`src/rtl/rfarb_pkg.sv`:
```
// Shared constants and types for the register-file read-port arbiter.
package rfarb_pkg;

  localparam int unsigned RF_ADDR_W       = 5;
  localparam int unsigned RF_DATA_W       = 32;
  localparam int unsigned NUM_REQ_DEFAULT = 4;

  typedef enum logic [0:0] {
    IDLE   = 1'b0,
    LOCKED = 1'b1
  } rfarb_state_t;

endpackage

```
`src/rtl/rr_pick.sv`:
```
// Combinational round-robin picker: first eligible index at or above ptr, with wrap.
module rr_pick #(
  parameter int unsigned N = 4,
  localparam int unsigned IW = $clog2(N)
) (
  input  logic [N-1:0]  eligible_i,
  input  logic [IW-1:0] ptr_i,
  output logic [N-1:0]  gnt_o,
  output logic [IW-1:0] idx_o,
  output logic          valid_o
);

  always_comb begin
    gnt_o   = '0;
    idx_o   = '0;
    valid_o = 1'b0;
    for (int unsigned off = 0; off < N; off++) begin
      int unsigned j;
      // ptr_i < N and off < N, so one subtraction is enough to wrap.
      j = 32'(ptr_i) + off;
      if (j >= N) j = j - N;
      if (!valid_o && eligible_i[j[IW-1:0]]) begin
        valid_o            = 1'b1;
        idx_o              = j[IW-1:0];
        gnt_o[j[IW-1:0]]   = 1'b1;
      end
    end
  end

endmodule

```
`src/rtl/regfile_read_arbiter.sv`:
```
// Round-robin arbiter sharing the register file read port; two-stage registered response.
// Optional port locking is enabled by defining RFARB_LOCK_EN.
module regfile_read_arbiter
  import rfarb_pkg::*;
#(
  parameter int unsigned NUM_REQ = NUM_REQ_DEFAULT,
  localparam int unsigned ID_W = $clog2(NUM_REQ)
) (
  input  logic                           clk,
  input  logic                           rst_n,
  input  logic [NUM_REQ-1:0]             req,
  input  logic [NUM_REQ*RF_ADDR_W-1:0]   addr,
`ifdef RFARB_LOCK_EN
  input  logic [NUM_REQ-1:0]             lock,
`endif
  output logic [NUM_REQ-1:0]             gnt,
  input  logic                           rf_busy,
  output logic [RF_ADDR_W-1:0]           rf_sel,
  input  logic [RF_DATA_W-1:0]           rf_rdata,
  output logic                           rsp_valid,
  output logic [ID_W-1:0]                rsp_id,
  output logic [RF_DATA_W-1:0]           rsp_data
);

  logic [ID_W-1:0]      ptr_q, ptr_d;
  logic [NUM_REQ-1:0]   mask;
  logic [NUM_REQ-1:0]   eligible;
  logic [ID_W-1:0]      gnt_idx;
  logic                 gnt_valid;
  logic [RF_ADDR_W-1:0] gnt_addr;

  logic                 s1_valid_q;
  logic [ID_W-1:0]      s1_id_q;
  logic [RF_ADDR_W-1:0] sel_q;
  logic                 rsp_valid_q;
  logic [ID_W-1:0]      rsp_id_q;
  logic [RF_DATA_W-1:0] rsp_data_q;

  function automatic logic [ID_W-1:0] incr(input logic [ID_W-1:0] i);
    return (32'(i) == NUM_REQ - 1) ? '0 : i + 1'b1;
  endfunction

`ifdef RFARB_LOCK_EN
  rfarb_state_t    state_q, state_d;
  logic [ID_W-1:0] owner_q, owner_d;

  always_comb begin
    mask = '1;
    if (state_q == LOCKED) mask = NUM_REQ'(1) << owner_q;
  end

  // ptr stays frozen while locked and resumes just past the owner on release.
  always_comb begin
    state_d = state_q;
    owner_d = owner_q;
    ptr_d   = ptr_q;
    case (state_q)
      IDLE: begin
        if (gnt_valid) begin
          ptr_d = incr(gnt_idx);
          if (lock[gnt_idx]) begin
            state_d = LOCKED;
            owner_d = gnt_idx;
          end
        end
      end
      LOCKED: begin
        if (!lock[owner_q]) begin
          state_d = IDLE;
          ptr_d   = incr(owner_q);
        end
      end
      default: state_d = IDLE;
    endcase
  end

  always_ff @(posedge clk) begin
    if (!rst_n) begin
      state_q <= IDLE;
      owner_q <= '0;
    end else begin
      state_q <= state_d;
      owner_q <= owner_d;
    end
  end
`else
  assign mask = '1;

  always_comb begin
    ptr_d = ptr_q;
    if (gnt_valid) ptr_d = incr(gnt_idx);
  end
`endif

  assign eligible = req & mask & {NUM_REQ{rst_n & ~rf_busy}};

  rr_pick #(
    .N (NUM_REQ)
  ) u_pick (
    .eligible_i (eligible),
    .ptr_i      (ptr_q),
    .gnt_o      (gnt),
    .idx_o      (gnt_idx),
    .valid_o    (gnt_valid)
  );

  assign gnt_addr = addr[32'(gnt_idx) * RF_ADDR_W +: RF_ADDR_W];

  // rf_busy only gates new grants; S1 and S2 always advance.
  always_ff @(posedge clk) begin
    if (!rst_n) begin
      ptr_q       <= '0;
      s1_valid_q  <= 1'b0;
      s1_id_q     <= '0;
      sel_q       <= '0;
      rsp_valid_q <= 1'b0;
      rsp_id_q    <= '0;
      rsp_data_q  <= '0;
    end else begin
      ptr_q      <= ptr_d;
      s1_valid_q <= gnt_valid;
      if (gnt_valid) begin
        sel_q   <= gnt_addr;
        s1_id_q <= gnt_idx;
      end
      rsp_valid_q <= s1_valid_q;
      rsp_id_q    <= s1_id_q;
      rsp_data_q  <= rf_rdata;
    end
  end

  assign rf_sel    = sel_q;
  assign rsp_valid = rsp_valid_q;
  assign rsp_id    = rsp_id_q;
  assign rsp_data  = rsp_data_q;

endmodule

```
`config.mk`:
```
export PLATFORM = sky130hd
export DESIGN_NAME = regfile_read_arbiter
export DESIGN_NICKNAME = d
export VERILOG_FILES = /design/src/rtl/rfarb_pkg.sv /design/src/rtl/rr_pick.sv /design/src/rtl/regfile_read_arbiter.sv
export SDC_FILE = /design/constraint.sdc
export NUM_CORES = 1
export LEC_CHECK = 0
export CORE_ASPECT_RATIO = 2
export CORE_MARGIN = 10
export CORE_UTILIZATION = 30
export CTS_CLUSTER_SIZE = 24
export DETAILED_ROUTE_END_ITERATION = 7
export GPL_TIMING_DRIVEN = 0
export SETUP_SLACK_MARGIN = 0.1
export SLEW_MARGIN = 10
export SYNTH_ARGS = -nofsm -noshare
export SYNTH_HDL_FRONTEND = slang
export SYNTH_SLANG_ARGS = --single-unit
```
`constraint.sdc`:
```
create_clock -name clk -period 7.6 [get_ports clk]
set_input_delay 1.14 -clock clk [delete_from_list [all_inputs] [get_ports clk]]
set_output_delay 1.14 -clock clk [all_outputs]
set_load 0.01 [all_outputs]
```
# Word level (Yosys, flattened, before mapping)

Index checks and enable logic that the tools add are counted.

Word-level logic and storage cells: 79
Register bits after elaboration: 45
Output and inout port bits: 44

Bitwise operators: 6
Multiplexer cells: 33
Shift operators: 1
Magnitude comparators: 12
Equal/unequal tests: 1
Multiply operators: 1
Add/subtract/negate cells: 8
Reduce and logical (&&, ||, !) cells: 10

Operators by type and width:

| cell                                                                                 | number |
|---|---|
| 20-bit by 6-bit indexed part select with 5-bit output                                | 1 |
| 2-bit two-way mux                                                                    | 9 |
| 4-bit two-way mux                                                                    | 4 |
| 2-bit by 3-bit less-than comparator with 1-bit output (second input constant)        | 4 |
| 1-bit two-way mux                                                                    | 12 |
| 4-bit OR                                                                             | 3 |
| 3-bit greater-or-equal comparator (second input constant)                            | 3 |
| 1-bit binary-select mux with 2-bit select                                            | 4 |
| 1-bit demux with 2-bit select                                                        | 4 |
| 2-bit by 1-bit greater-or-equal comparator with 1-bit output (second input constant) | 4 |
| 2-bit by 1-bit subtractor with 2-bit output (second input constant)                  | 4 |
| 1-bit logical AND                                                                    | 7 |
| 2-bit by 2-bit adder with 3-bit output (second input constant)                       | 2 |
| 2-bit by 3-bit multiplier with 5-bit output (second input constant)                  | 1 |
| 4-bit AND                                                                            | 1 |
| 2-bit by 1-bit adder with 3-bit output (second input constant)                       | 1 |
| 2-bit by 3-bit greater-or-equal comparator with 1-bit output (second input constant) | 1 |
| 1-bit logical NOT                                                                    | 3 |
| 2-bit by 1-bit adder with 2-bit output (second input constant)                       | 1 |
| 2-bit equality test (second input constant)                                          | 1 |
| 1-bit AND                                                                            | 1 |
| 1-bit inverter                                                                       | 1 |

# Logic depth before layout (Yosys ltp)

Depth in word-level cells: 17
Depth in mapped cells: 11
Depth with buffers taken out: 9

# Hierarchy

From an unflattened synthesis, not the netlist that was laid out.

Cell total of the unflattened synthesis: 171
Area total of the unflattened synthesis: 1891.8 um^2

Modules (own cells, without submodules):

| module               | area each (um^2) | sequential area each (um^2) | cells an instance | times used |
|---|---|---|---|---|
| regfile_read_arbiter | 1470.2           | 900.9                       | 126               | 1 |
| rr_pick              | 421.7            | 0.0                         | 45                | 1 |

# Worst setup path after synthesis

OpenSTA, ideal clock, no wires.

Kind: input-to-output
Start point: input req[3]
End point: output gnt[0]
Buffers on the path: 1
Arrival: 2357 ps
Setup slack: 4103 ps
Stages: 6
Data required time: 6460 ps
Cells stage by stage: buf_4 or3b_1 nand2b_1 a211oi_1 nand2_1 nand2_1

Word-level cells in the longest chain between the ends: 13
Elaborated cells between the ends (all ways): 25
Those cells by class: mux: 15; bitwise: 4; reduce/logical: 6

Ends and longest elaborated chain:

| item                                      | line                       | text |
|---|---|---|
| start, declared                           | regfile_read_arbiter.sv:11 | `input logic [NUM_REQ-1:0] req,` |
| 4-bit AND *                               | regfile_read_arbiter.sv:95 | `assign eligible = req & mask & {NUM_REQ{rst_n & ~rf_busy}};` |
| 1-bit binary-select mux with 2-bit select | rr_pick.sv:22              | `if (!valid_o && eligible_i[j[IW-1:0]]) begin` |
| 1-bit two-way mux (implied by the code)   | rr_pick.sv:22              |  |
| 1-bit two-way mux                         | rr_pick.sv:22              |  |
| 1-bit logical NOT                         | rr_pick.sv:22              |  |
| 1-bit logical AND                         | rr_pick.sv:22              |  |
| 1-bit two-way mux                         | rr_pick.sv:22              |  |
| 1-bit logical NOT                         | rr_pick.sv:22              |  |
| 1-bit logical AND                         | rr_pick.sv:22              |  |
| 1-bit two-way mux                         | rr_pick.sv:22              |  |
| 1-bit logical NOT                         | rr_pick.sv:22              |  |
| 1-bit logical AND                         | rr_pick.sv:22              |  |
| 4-bit two-way mux *                       | rr_pick.sv:22              |  |
| end, declared                             | regfile_read_arbiter.sv:16 | `output logic [NUM_REQ-1:0] gnt,` |

Mark *: on every way between the ends. The rest lies on a longest branch, timed or not. The select of a mux whose other input is x is not followed.

# Final worst setup path

Start point: input req[1]
End point: output gnt[1]

The elaborated chain is that of the path after synthesis.

==> results summary <==
The run finished with clean final reports. The signal arrival time at the worst endpoint is 3.50 ns. In the synthesized netlist the async set-or-reset flop fraction comes to 0%. Clock-pin slew was measured on the worst setup and hold paths at 0.06 ns. The count of final max-slew check failures is 0.

The maximum number of pins on one net before global-route repair came out at 15. The xor-xnor portion of the synthesized cell area is 0%. The setup slack on the worst flop-to-flop path came out at 4.63 ns. Among all flip-flop cells after synthesis, the most frequent one is sky130_fd_sc_hd__dfxtp_1. Once the clock tree was built, the setup fixing pass inserted 0 buffers. The path class of the tightest hold or removal check is flop to flop. The multiplexer share of the synthesized area is 9.46%. The number of design-rule violations left by the first detailed-router iteration came out at 60. Summing the areas of all and, or, nand and nor instances in the mapped netlist gives 22.0% of the synthesized area.

The number of cell rows is 41. The overall via count from detail_route came out at 1,765. The final weighted congestion in routability-driven placement is 0.816. The CTS buffer count came out at 5. The slowest stage of the critical path is the sky130_fd_sc_hd__clkdlybuf4s50_1 cell. The count of nets left with antenna violations once routing finished came out at 0. Timing would allow up to 216 MHz. Before antenna repair, the detailed router went through 4 iterations.

Input and output buffers added on the ports amount to 100. Of all nets on the critical path, the largest fanout is 10. The total number of H-tree levels came out at 2.

The transition time at the pin with the least slew margin came out at 0.667 ns. The most frequent standard cell in the layout excluding fill and tap cells is sky130_fd_sc_hd__clkdlybuf4s50_1. The internal portion of total power is 453 µW. The count of unique library cells instantiated by Yosys came out at 42. The antenna diode count came out at 0. Dividing the detail-routed via count by the number of cells gives 4.54. The power spent charging and discharging nets came out at 138 µW.

The final setup skew is 0.00439 ns. The number of cells traversed by the worst register-to-register path came out at 10. The critical path is of the input pin to output port type. The clock root buffer is sky130_fd_sc_hd__clkbuf_16. Traced cell by cell, the critical path runs through clkdlybuf4s50_1 -> buf_2 -> mux2i_1 -> nor2_1 -> nor2_1 -> nor3b_1 -> a222oi_1 -> nand2_1 -> clkdlybuf4s50_1. Synthesis produced a netlist whose cell count is 195. The final non-filler cell area came out at 0.00324 mm². The routed design could run at a clock period as short as 4.64 ns. The via count of the first global-routing pass came out at 1,783.

The worst endpoint required time is 6.46 ns. The TritonCTS clock tree is done. The setup violation total in the final timing report is 0.

Pin placement for this block handled 103 I/O pins. The final hold violation count is 0. STA classifies the critical path startpoint as an input pin. The register area is 901 µm².

The mapped netlist covers 0.00198 mm². Grouping stages by cell kind, the critical path spends the most delay in buffers and inverters. The number of buffers and inverters on the critical path is 3. For this run, the total global-route usage over all layers was measured as 12.1%. The number of nets produced by synthesis is 263. The number of remaining DRC errors came out at 0. The synthesis-stage register bit count came out at 45. The placed instances occupy a cell area of 0.00309 mm².

Dividing the detail-routed wire length by the instance count gives 16.1 µm. In this run the critical register-to-register path is launched from ptr_q[1]. The detailed placer's ending HPWL came out at 5240 µm. The Yosys step of the flow raised 0 warnings. The y dimension of the die came out at 135 µm. Dividing the final minimum period by the clock period gives 61.0%. In the final layout, the share of cells above drive strength 1 is 10.9%. The worst register-to-register path ends at ptr_q[0]. The die is 77.5 µm wide.

The maximum vdd ir drop came out at 0.0000834 V. At the later pin of the worst-skew pair, clock insertion delay measures 0.29 ns. Yosys mapped a number of flops with a built-in enable equal to 0. The arithmetic-cell share of the synthesized area counting full adders, half adders and majority gates came out at 5.68%.

The mean post-synth cell area came out at 10.2 µm². In this run the worst setup path begins at req[1]. From synthesis to final layout, the design area changed by 63.6%. The number of nets in the layout is 370. The multi-input gate area in the final layout came out at 985 µm².

The switching share of power came out at 23.4%. The static leakage came out at 1.30 nW. Fill cells in the final layout number 654.

The power per standard cell area is 182 mW/mm². The maximum clock insertion buffer count is 2. Once the clock tree was built, the resizer swapped 0 gates to a different size. The capture point of the critical path is gnt[1]. The synthesized netlist devotes 12.6% of its cell area to compound gates. Setup repair after global routing left no endpoint under its margin. The leftover overflow at the end of global routing came out at 0.

The delay of the slowest cell on the worst path is 0.54 ns. Adding up every negative setup slack in the final design gives 0 ns. The total wire length after detailed routing came out at 6270 µm.

In this run, post-CTS hold repair placed 0 buffers. The worst setup path is captured at an output port. The placeable core area is 0.00636 mm². The number of antenna violations at the first check in global routing came out at 0. In this run the tightest slew margin relative to its limit is 55.5%.

The die covers 0.0105 mm². The relative contribution of the clock network to total power came out at 36.8%. The number of stages on the worst setup path came out at 9. The share of power burned in registers came out at 43.3%.

The count of maximum capacitance violations is 0. The wire length of the first global-routing pass came out at 9980 µm. After synthesis, the largest family of logic cells by area is simple AND/OR/NAND/NOR gates. The library cells used most frequently in the layout, excluding fill and tap cells, are 100 x sky130_fd_sc_hd__clkdlybuf4s50_1, 45 x sky130_fd_sc_hd__dfxtp_1, 36 x sky130_fd_sc_hd__and2_1, 17 x sky130_fd_sc_hd__nand2_1. The number of sinks on the clock net is 45. The fraction of the yosys area taken by sequential cells came out at 45.4%. The share of total power dissipated in combinational logic is 19.9%.

The effective utilization at floorplan came out at 31.2%.
-- through the flow --
| step | hold slack [ns] | utilization [%] | cells | total power, mW | setup WS (ns) |
|---|---|---|---|---|---|
| after CTS | 0.433 | 51.0 | 389 | 0.600 | 2.97 |
| final | 0.431 | 51.0 | 389 | 0.591 | 2.96 |
| after floorplan | 0.412 | - | 195 | 0.312 | 4.10 |
| after global routing | 0.459 | 51.0 | 389 | 0.620 | 2.80 |
| after detailed placement | 0.419 | 48.6 | 381 | 0.380 | 2.96 |
| after global placement | 0.416 | 48.6 | 381 | 0.378 | 3.01 |
-- synth_stat cells, drive strengths merged, types with 4 or more instances --
| library cell | instances | area [µm²] |
|---|---|---|
| nor2 | 6 | 22.5 |
| nand2 | 17 | 63.8 |
| buf | 8 | 60.1 |
| ha | 9 | 113 |
| inv | 6 | 22.5 |
| clkbuf | 4 | 15.0 |
| nand3 | 6 | 30.0 |
| mux2i | 10 | 113 |
| dfxtp | 45 | 901 |
| a222oi | 4 | 40.0 |
| mux2 | 6 | 75.1 |
| and2 | 36 | 225 |
| o211ai | 5 | 37.5 |
| nor3b | 4 | 30.0 |
-- cell families after synthesis --
kind of cell	after synthesis
AO/OA/AOI/OAI	29
flip-flops	45
adder cells (fa/ha/maj)	9
buffers and inverters	18
AND/OR/NAND/NOR	78
multiplexers	16
-- routing by layer --
| layer | GRT usage, % | part of all wire [%] | wire length [µm] | vias up |
|---|---|---|---|---|
| li1 | - | - | - | 877 |
| met1 | 12.2 | 39 | 2460 | 802 |
| met2 | 22.4 | 53 | 3320 | 78 |
| met5 | 0 | 0 | 0 | - |
| met3 | 2.99 | 6.1 | 382 | 8 |
| met4 | 5.51 | 1.8 | 114 | 0 |
-- cell type report --
class | instances | share of cell area [%]
Timing Repair Buffer | 100 | 30.9
Multi-Input combinational cell | 132 | 30.4
Sequential cell | 45 | 27.8
Clock buffer | 6 | 4.28
Tap cell | 86 | 3.32
Buffer | 12 | 2.31
Inverter | 6 | 0.694
Clock inverter | 2 | 0.424
-- how the worst min path moves through the flow --
stage                     from   endpoint  slack [ns]  cells past startpoint
detailed placement  s1_valid_q  rsp_valid        0.42                      1
global placement    s1_valid_q  rsp_valid        0.42                      1
CTS                 s1_valid_q  rsp_valid        0.43                      1
floorplan           s1_valid_q  rsp_valid        0.41                      1
global route        s1_valid_q  rsp_valid        0.46                      1
finish              s1_valid_q  rsp_valid        0.43                      1
-- power by group through the flow --
stage	Clock (mW)	Combinational (mW)	Sequential [mW]
3_5_place_dp	0	0.119	0.261
4_1_cts	0.225	0.119	0.256
6_report	0.218	0.118	0.256
2_1_floorplan	0	0.0444	0.267
5_1_grt	0.235	0.127	0.257
3_3_place_gp	0	0.117	0.260
-- sequential cells by signal, summed over array words and instances (netlist names) --
register / flops
ptr_q: 2
rf_sel: 5
rsp_data: 32
rsp_id: 2
rsp_valid: 1
s1_id_q: 2
s1_valid_q: 1
-- worst reg2reg max path, delay by kind of cell (launching register included) --
kind                     cells  cell delay (ns)
AND/OR/NAND/NOR              1             0.14
buffers and inverters        3             0.51
adder cells (fa/ha/maj)      2             0.57
flip-flops                   1             0.60
AO/OA/AOI/OAI                4             1.09
(Power assumes the default switching activity.)
